<file path="config.mk">
export PLATFORM = sky130hd
export DESIGN_NAME = mem_port_arbiter
export DESIGN_NICKNAME = d
export VERILOG_FILES = /design/src/rtl/mem_port_arbiter.sv
export SDC_FILE = /design/constraint.sdc
export NUM_CORES = 1
export LEC_CHECK = 0
export ABC_AREA = 1
export ABC_CLOCK_PERIOD_IN_PS = 2200
export CAP_MARGIN = 20
export CORE_AREA = 2 2 109 132
export DETAILED_ROUTE_END_ITERATION = 6
export DIE_AREA = 0 0 111 134
export PLACE_DENSITY = 0.79
export SETUP_SLACK_MARGIN = 0.05
export SLEW_MARGIN = 30
export SYNTH_ARGS = -nofsm -noshare
export SYNTH_HDL_FRONTEND = slang
export SYNTH_SLANG_ARGS = --single-unit
export TNS_END_PERCENT = 20
</file>
<file path="constraint.sdc">
create_clock -name clk -period 2.2 [get_ports clk]
set_input_delay 0.66 -clock clk [delete_from_list [all_inputs] [get_ports clk]]
set_output_delay 0.66 -clock clk [all_outputs]
set_load 0.05 [all_outputs]
</file>
<file path="src/rtl/mem_port_arbiter.sv">
// Arbitrates a fetch port and a data port onto one single-port memory.
// Data normally wins; a streak counter lets fetch through after STARVE_MAX data grants.
module mem_port_arbiter #(
    parameter int ADDR_W     = 32,
    parameter int TIMEOUT    = 15,
    parameter int STARVE_MAX = 3
) (
    input  logic              clk,
    input  logic              reset,
    input  logic              if_req,
    input  logic [7:0]        if_addr,
    input  logic              d_req,
    input  logic              d_we,
    input  logic [ADDR_W-1:0] d_addr,
    input  logic [31:0]       d_wdata,
    output logic              mem_req,
    output logic              mem_we,
    output logic [ADDR_W-1:0] mem_addr,
    output logic [31:0]       mem_wdata,
    input  logic [31:0]       mem_rdata,
    input  logic              mem_ready,
    output logic              if_valid,
    output logic              d_valid,
    output logic [31:0]       if_rdata,
    output logic [31:0]       d_rdata,
    output logic              err,
    output logic              stall_if,
    output logic              stall_mem
);

    typedef enum logic [1:0] {IDLE, BUSY_I, BUSY_D} state_t;

    localparam int          SW         = $clog2(STARVE_MAX + 2);
    localparam logic [SW-1:0] STARVE_LIM = SW'(STARVE_MAX);
    localparam logic [7:0]  TMO_LAST   = 8'(TIMEOUT - 1);

    state_t              state_reg, state_next;
    logic                mem_we_reg;
    logic [ADDR_W-1:0]   mem_addr_reg;
    logic [31:0]         mem_wdata_reg;
    logic                if_valid_reg, d_valid_reg, err_reg;
    logic [31:0]         if_rdata_reg, d_rdata_reg;
    logic [SW-1:0]       d_streak_reg;
    logic [7:0]          tmo_reg;

    logic if_elig, d_elig, grant_i, grant_d, busy, tmo_hit, done;

    // A requester that completes this cycle is not eligible again until the next one.
    always_comb begin
        if_elig = if_req & ~if_valid_reg;
        d_elig  = d_req & ~d_valid_reg;
        grant_i = (state_reg == IDLE) & if_elig & (~d_elig | (d_streak_reg == STARVE_LIM));
        grant_d = (state_reg == IDLE) & d_elig & ~grant_i;
        busy    = (state_reg != IDLE);
        tmo_hit = busy & ~mem_ready & (tmo_reg == TMO_LAST);
        done    = busy & (mem_ready | tmo_hit);
    end

    always_ff @(posedge clk or negedge reset) begin
        if (!reset) state_reg <= IDLE;
        else        state_reg <= state_next;
    end

    always_comb begin
        state_next = state_reg;
        case (state_reg)
            IDLE: begin
                if (grant_i)      state_next = BUSY_I;
                else if (grant_d) state_next = BUSY_D;
            end
            BUSY_I, BUSY_D: if (done) state_next = IDLE;
            default: state_next = IDLE;
        endcase
    end

    always_comb begin
        mem_req   = busy;
        stall_if  = if_req & ~if_valid_reg;
        stall_mem = d_req & ~d_valid_reg;
    end

    always_ff @(posedge clk or negedge reset) begin
        if (!reset) begin
            mem_we_reg    <= 1'b0;
            mem_addr_reg  <= '0;
            mem_wdata_reg <= '0;
            if_valid_reg  <= 1'b0;
            d_valid_reg   <= 1'b0;
            err_reg       <= 1'b0;
            if_rdata_reg  <= '0;
            d_rdata_reg   <= '0;
            d_streak_reg  <= '0;
            tmo_reg       <= '0;
        end else begin
            if_valid_reg <= done & (state_reg == BUSY_I);
            d_valid_reg  <= done & (state_reg == BUSY_D);
            err_reg      <= tmo_hit;

            // Stores leave d_rdata untouched; timeouts never update read data.
            if (busy & mem_ready & ~mem_we_reg) begin
                if (state_reg == BUSY_I) if_rdata_reg <= mem_rdata;
                else                     d_rdata_reg  <= mem_rdata;
            end

            if (grant_i | grant_d)       tmo_reg <= '0;
            else if (busy & ~mem_ready)  tmo_reg <= tmo_reg + 8'd1;

            if (grant_i) begin
                mem_addr_reg  <= ADDR_W'(if_addr);
                mem_we_reg    <= 1'b0;
                mem_wdata_reg <= '0;
                d_streak_reg  <= '0;
            end else if (grant_d) begin
                mem_addr_reg  <= d_addr;
                mem_we_reg    <= d_we;
                mem_wdata_reg <= d_wdata;
                if (!if_req)                        d_streak_reg <= '0;
                else if (d_streak_reg != STARVE_LIM) d_streak_reg <= d_streak_reg + 1'b1;
            end
        end
    end

    assign mem_we    = mem_we_reg;
    assign mem_addr  = mem_addr_reg;
    assign mem_wdata = mem_wdata_reg;
    assign if_valid  = if_valid_reg;
    assign d_valid   = d_valid_reg;
    assign err       = err_reg;
    assign if_rdata  = if_rdata_reg;
    assign d_rdata   = d_rdata_reg;

endmodule
</file>
==> impl_metrics.tcl, run 1 <==
set metrics [dict create \
    cts_max_path_buffers 2 \
    viasPerCell 4.63 \
    avgSynthCellArea_um2 8.95 \
    clock_latency_ns 0.41 \
    syn-num-nets 760 \
    cts_buffers 17 \
    yosysSeqAreaShare_pct 63.0 \
    fin_skew_ns 0.0119 \
    yosys_warnings 0 \
    chipWidth_um 111 \
    max_freq_mhz 470 \
    grt_pass1_wl_um 25100 \
    htreeDepth 4 \
    hold_viol_final 0 \
    synth_top_area_cell "dfrtp_1" \
    wl_per_cell_um 14.2 \
    finalSetupTns_ns 0 \
    routed_wl_um 15500 \
    cts.repair.resized 91 \
    first_global_vias 5081 \
    core_area_mm2 0.0136 \
    setup_ws_ns 0.0727 \
    ys_ff_latch 145 \
    rows 47 \
    start_kind "primary input" \
    drc 0 \
    post-place-cells 1053 \
    worstMarginPinSlew_ns 0.521 \
    drtPass1Iterations 4 \
    slew-limit-headroom_pct 65.4 \
    numPortBuffers 244 \
    cts-hold-fix-buffers 0 \
    placedInstanceArea_mm2 0.00846 \
    fin_hold_ws_ns 0.182 \
    rsz0062_at_grt "yes" \
    crit_required_ns 1.54 \
    overflow 0 \
    hold_class "primary input to async pin" \
    fin_util_pct 65.9 \
    postRouteAntennaNets 0 \
    synth.area.top_cells "dfrtp_1, nand2_1, o21ai_0, inv_1, ha_1" \
    cts_sinks 145 \
    post-route-period-util_pct 96.7 \
    vias 5024 \
    netlist_area_mm2 0.00576 \
    final_nets 1018 \
    arrival_ns 1.47 \
    cts_setup_buffers 0 \
    dp_hpwl_um 11300 \
    maxSlewViolCount 0 \
    post-route-min-period_ns 2.13 \
    drt_iter0_markers 329 \
    stdcell_count 1086 \
    total_power_mw 15.7 \
    drive_gt1_share_pct 11.7 \
    cap_viol_max_count 0 \
    die_h_um 134 \
    crit_type "primary input to primary output" \
    ios 245 \
    critPathCaptureType "primary output" \
    crit_path_max_fanout 3 \
    nFillCells 1138 \
    grt_max_degree 65 \
    yosysUniqueCellTypes 22 \
    area_growth_pct 55.4 \
    initial_core_util_pct 42.4 \
    die-area_mm2 0.0149 \
    synth_top_area_share_pct 63.0 \
    setup_violations 0 \
    postSynthCellCount 643 \
    antenna_found_initial 1 \
    status "finished, final reports clean" \
    p_leak_nw 4.76 \
    p_per_area_mw_per_mm2 1760 \
    grt.total_usage_pct 21.2 \
    ir_drop_mv 1.03 \
    root_buffer "clkbuf_16" \
    final_area_mm2 0.00895 \
    place_ws_ns -0.0508 \
    cts_tree "yes" \
    path_clk_slew_ns 0.06 \
    routabilityCongestion 0.807 \
]
## placed cells by master, fill, tap and decap left out, drive strengths merged
master	synthesis	final
dlygate4sd2	0	91
nand3b	2	2
a21boi	1	1
nor3b	1	1
dfrtp	145	145
diode	0	1
nand3	7	7
nor3	4	4
ha	7	7
clkinv	1	5
bufinv	0	2
a21oi	3	3
o21ai	90	90
clkbuf	16	19
inv	57	62
clkinvlp	0	2
nand4	2	2
buf	11	67
clkdlybuf4s50	0	108
nand2	274	274
nor2	22	22
## metal layers
metal  routed length (µm)  vias up  track usage, %
li1                     -     2505               -
met1                 6490     2309            26.3
met2                 7400      196            34.8
met3                 1340       14            8.27
met4                  222        0            6.39
met5                    0        -               0
## area by class of cell
class | count | area [µm²] | share of cell area, %
Antenna cell | 1 | 2.50 | 0.0280
Clock buffer | 19 | 453 | 5.06
Clock inverter | 13 | 149 | 1.66
Inverter | 58 | 219 | 2.45
Multi-Input combinational cell | 413 | 1790 | 20.0
Sequential cell | 145 | 3630 | 40.5
Tap cell | 171 | 214 | 2.39
Timing Repair Buffer | 266 | 2500 | 27.9
## worst max-delay path: stages
cell             delay, ns
clkdlybuf4s50_1       0.48
nand2_1               0.08
inv_1                 0.10
buf_12                0.14
## synthesized netlist by cell type (all sizes together)
cell type  instances
a21boi             1
a21oi              3
buf               11
clkbuf            16
clkinv             1
dfrtp            145
ha                 7
inv               57
nand2            274
nand3              7
nand3b             2
nand4              2
nor2              22
nor3               4
nor3b              1
o21ai             90
## where the power goes
| part | switching [mW] | leakage [nW] | internal, mW |
|---|---|---|---|
| Clock | 1.15 | 0.293 | 1.75 |
| Combinational | 6.12 | 2.62 | 2.27 |
| Sequential | 0.616 | 1.85 | 3.83 |
| Total | 7.88 | 4.76 | 7.85 |
## worst paths after layout
kind,start,endpoint,slack (ns),depth (start not counted)
setup / recovery,if_req,stall_if,0.07,4
hold / removal,reset,d_rdata[20]$_DFFE_PN0P_,0.18,1
min in group clk,mem_addr[8]$_DFFE_PN0N_,mem_addr[8]$_DFFE_PN0N_,0.47,2
max in group asynchronous,reset,mem_wdata[12]$_DFFE_PN0N_,1.47,2
hold reg to reg,mem_addr[8]$_DFFE_PN0N_,mem_addr[8]$_DFFE_PN0N_,0.47,2
setup reg to reg,d_streak_reg[0]$_DFFE_PN0P_,mem_wdata[11]$_DFFE_PN0N_,0.27,9
## kinds of logic after synthesis
| group | synth area share (%) |
|---|---|
| flip-flops | 63.0 |
| AO/OA/AOI/OAI | 8.21 |
| adder cells (fa/ha/maj) | 1.52 |
| AND/OR/NAND/NOR | 21.2 |
| buffers and inverters | 6.08 |
Note: power is estimated with default switching activity, not from simulation.
==> inputs of run 2 (changes only) <==
--- a/config.mk
+++ b/config.mk
@@ -8,9 +8,9 @@
 export ABC_AREA = 1
 export ABC_CLOCK_PERIOD_IN_PS = 2200
 export CAP_MARGIN = 20
-export CORE_AREA = 2 2 109 132
+export CORE_AREA = 2 2 119 121
 export DETAILED_ROUTE_END_ITERATION = 6
-export DIE_AREA = 0 0 111 134
+export DIE_AREA = 0 0 121 123
 export PLACE_DENSITY = 0.79
 export SETUP_SLACK_MARGIN = 0.05
 export SLEW_MARGIN = 30
==> run 2 against run 1 <==
  * Global-route usage up 1.3 points
  * Critical path depth unchanged
  * Worst hold slack worse by 0.0064 ns
  * Wire length increased by 4.6%
  * Setup slack better by 0.015 ns
  * Sequential power about the same
  * Largest cell class unchanged
==> impl_metrics.tcl, run 2 (synthesized netlist as in run 1, its figures left out) <==
set metrics [dict create \
    cts-hold-fix-buffers 0 \
    drive_gt1_share_pct 12.3 \
    crit_buf_inv 3 \
    ir_drop_mv 0.986 \
    vias 5125 \
    cp_top_family "buffers and inverters" \
    final_cell_mix "nand2_1, dfrtp_1, clkdlybuf4s50_1, o21ai_0, dlygate4sd2_1" \
    post-route-period-util_pct 96.0 \
    reg2reg_to "mem_wdata[19]$_DFFE_PN0N_" \
    timing.rr.start "d_streak_reg[0]$_DFFE_PN0P_" \
    hold_viol_final 0 \
    cpPeakStageDelay_ns 0.48 \
    first_global_vias 5026 \
    p_sw_mw 7.97 \
    post-route-min-period_ns 2.11 \
    max_freq_mhz 473 \
    crit_required_ns 1.54 \
    power_frac_seq_pct 28.0 \
    worstMarginPinSlew_ns 0.525 \
    slew-limit-headroom_pct 65.1 \
    final_common_cell "nand2_1" \
    reg2reg_setup_slack_ns 0.35 \
    clock_latency_ns 0.41 \
    postRouteAntennaNets 0 \
    drc 0 \
    die_h_um 123 \
    rows 43 \
    cts_sinks 145 \
    combPwrFrac_pct 52.6 \
    clockPowerShare_pct 19.5 \
    numPortBuffers 244 \
    critical_path.slowest_cell "clkdlybuf4s50_1" \
    routabilityCongestion 0.798 \
    viasPerCell 4.70 \
    crit_path_max_fanout 2 \
    path_clk_slew_ns 0.06 \
    drt_iter0_markers 248 \
    p_leak_nw 4.74 \
    root_buffer "clkbuf_16" \
    die-area_mm2 0.0149 \
    start_kind "primary input" \
    initial_core_util_pct 42.3 \
    critPathCaptureType "primary output" \
    diodes 0 \
    finalSetupTns_ns 0 \
    r2r_cells 9 \
    hold_class "primary input to async pin" \
    placedInstanceArea_mm2 0.00842 \
    chipWidth_um 121 \
    intPower_mw 8.03 \
    p_per_area_mw_per_mm2 1790 \
    rsz0062_at_grt "no" \
    final_nets 1015 \
    antenna_found_initial 0 \
    routed_wl_um 16200 \
    drtPass1Iterations 4 \
    ios 245 \
    grt.total_usage_pct 22.5 \
    switching_share_pct 49.8 \
    worstPathCellList "clkdlybuf4s50_1, nand2_1, inv_1, buf_12" \
    area_growth_pct 55.5 \
    core_area_mm2 0.0136 \
    dp_hpwl_um 11500 \
    wl_per_cell_um 14.8 \
    arrival_ns 1.45 \
    setup_violations 0 \
    cts_setup_buffers 0 \
    overflow 0 \
    cap_viol_max_count 0 \
    final_area_mm2 0.00895 \
    grt_max_degree 65 \
    grt_pass1_wl_um 25800 \
    maxSlewViolCount 0 \
    cts_buffers 17 \
    cts_tree "yes" \
    status "finished, final reports clean" \
    fin_skew_ns 0.00668 \
    crit_type "primary input to primary output" \
    nFillCells 1165 \
    cts_max_path_buffers 2 \
    htreeDepth 4 \
]
run 2: timing repair:
action / in CTS / in global routing
gates resized for setup: 85 / 1
hold endpoints to repair: 0 / 0
pin swaps: 0 / 0
endpoints found under the setup margin: 85 / 1
run 2: routing by layer:
| layer | vias to the layer above | part of all wire, % | global-route usage (%) |
|---|---|---|---|
| li1 | 2514 | - | - |
| met1 | 2365 | 41 | 28.4 |
| met2 | 227 | 47 | 35.6 |
| met3 | 19 | 10 | 7.98 |
| met4 | 0 | 1.9 | 9.01 |
| met5 | - | 0 | 0 |
run 2: cell type report:
cell class	instances	area (µm²)	share of cell area (%)
Sequential cell	145	3630	40.5
Timing Repair Buffer	263	2450	27.4
Tap cell	180	225	2.52
Clock buffer	18	439	4.90
Clock inverter	14	203	2.26
Multi-Input combinational cell	413	1790	20.0
Inverter	58	219	2.45
run 2: how the worst max path moves through the flow:
stage | slack [ns] | endpoint | depth (start not counted) | start
6_report | 0.09 | stall_mem | 4 | d_req
3_5_place_dp | 0.07 | mem_wdata[9]$_DFFE_PN0N_ | 7 | if_req
2_1_floorplan | 0.48 | mem_addr[11]$_DFFE_PN0N_ | 11 | state_reg[0]$_DFFE_PN0P_
5_1_grt | 0.05 | mem_req | 4 | state_reg[1]$_DFFE_PN0P_
4_1_cts | 0.07 | stall_if | 4 | if_req
3_3_place_gp | 0.08 | stall_if | 4 | if_req
run 2: worst reg2reg max path: cells and delay by family (launching register included):
kind	cells	cell delay, ns
DFF	1	0.40
adders and majority gates	2	0.41
and+or+nand+nor	5	0.64
buffers and inverters	2	0.34
run 2: per-stage QoR:
stage                     total power, mW  utilization [%]  std cells  hold WS [ns]  worst slack (ns)
final                                16.0             65.8       1091         0.176            0.0875
after global routing                 16.9             65.8       1091         0.198            0.0540
after CTS                            16.2             65.8       1091         0.186            0.0720
after detailed placement             13.5             61.8       1059         0.464            0.0656
after global placement               13.3             61.8       1059         0.461            0.0754
after floorplan                      10.2                -        643         0.364             0.480
run 2: power by group through the flow:
stage	sequential [mW]	clock (mW)	combinational [mW]
after floorplan	8.24	0	2.00
after global placement	4.50	0	8.78
after detailed placement	4.51	0	8.94
after CTS	4.48	3.18	8.50
after global routing	4.61	3.31	9.01
final	4.48	3.11	8.41
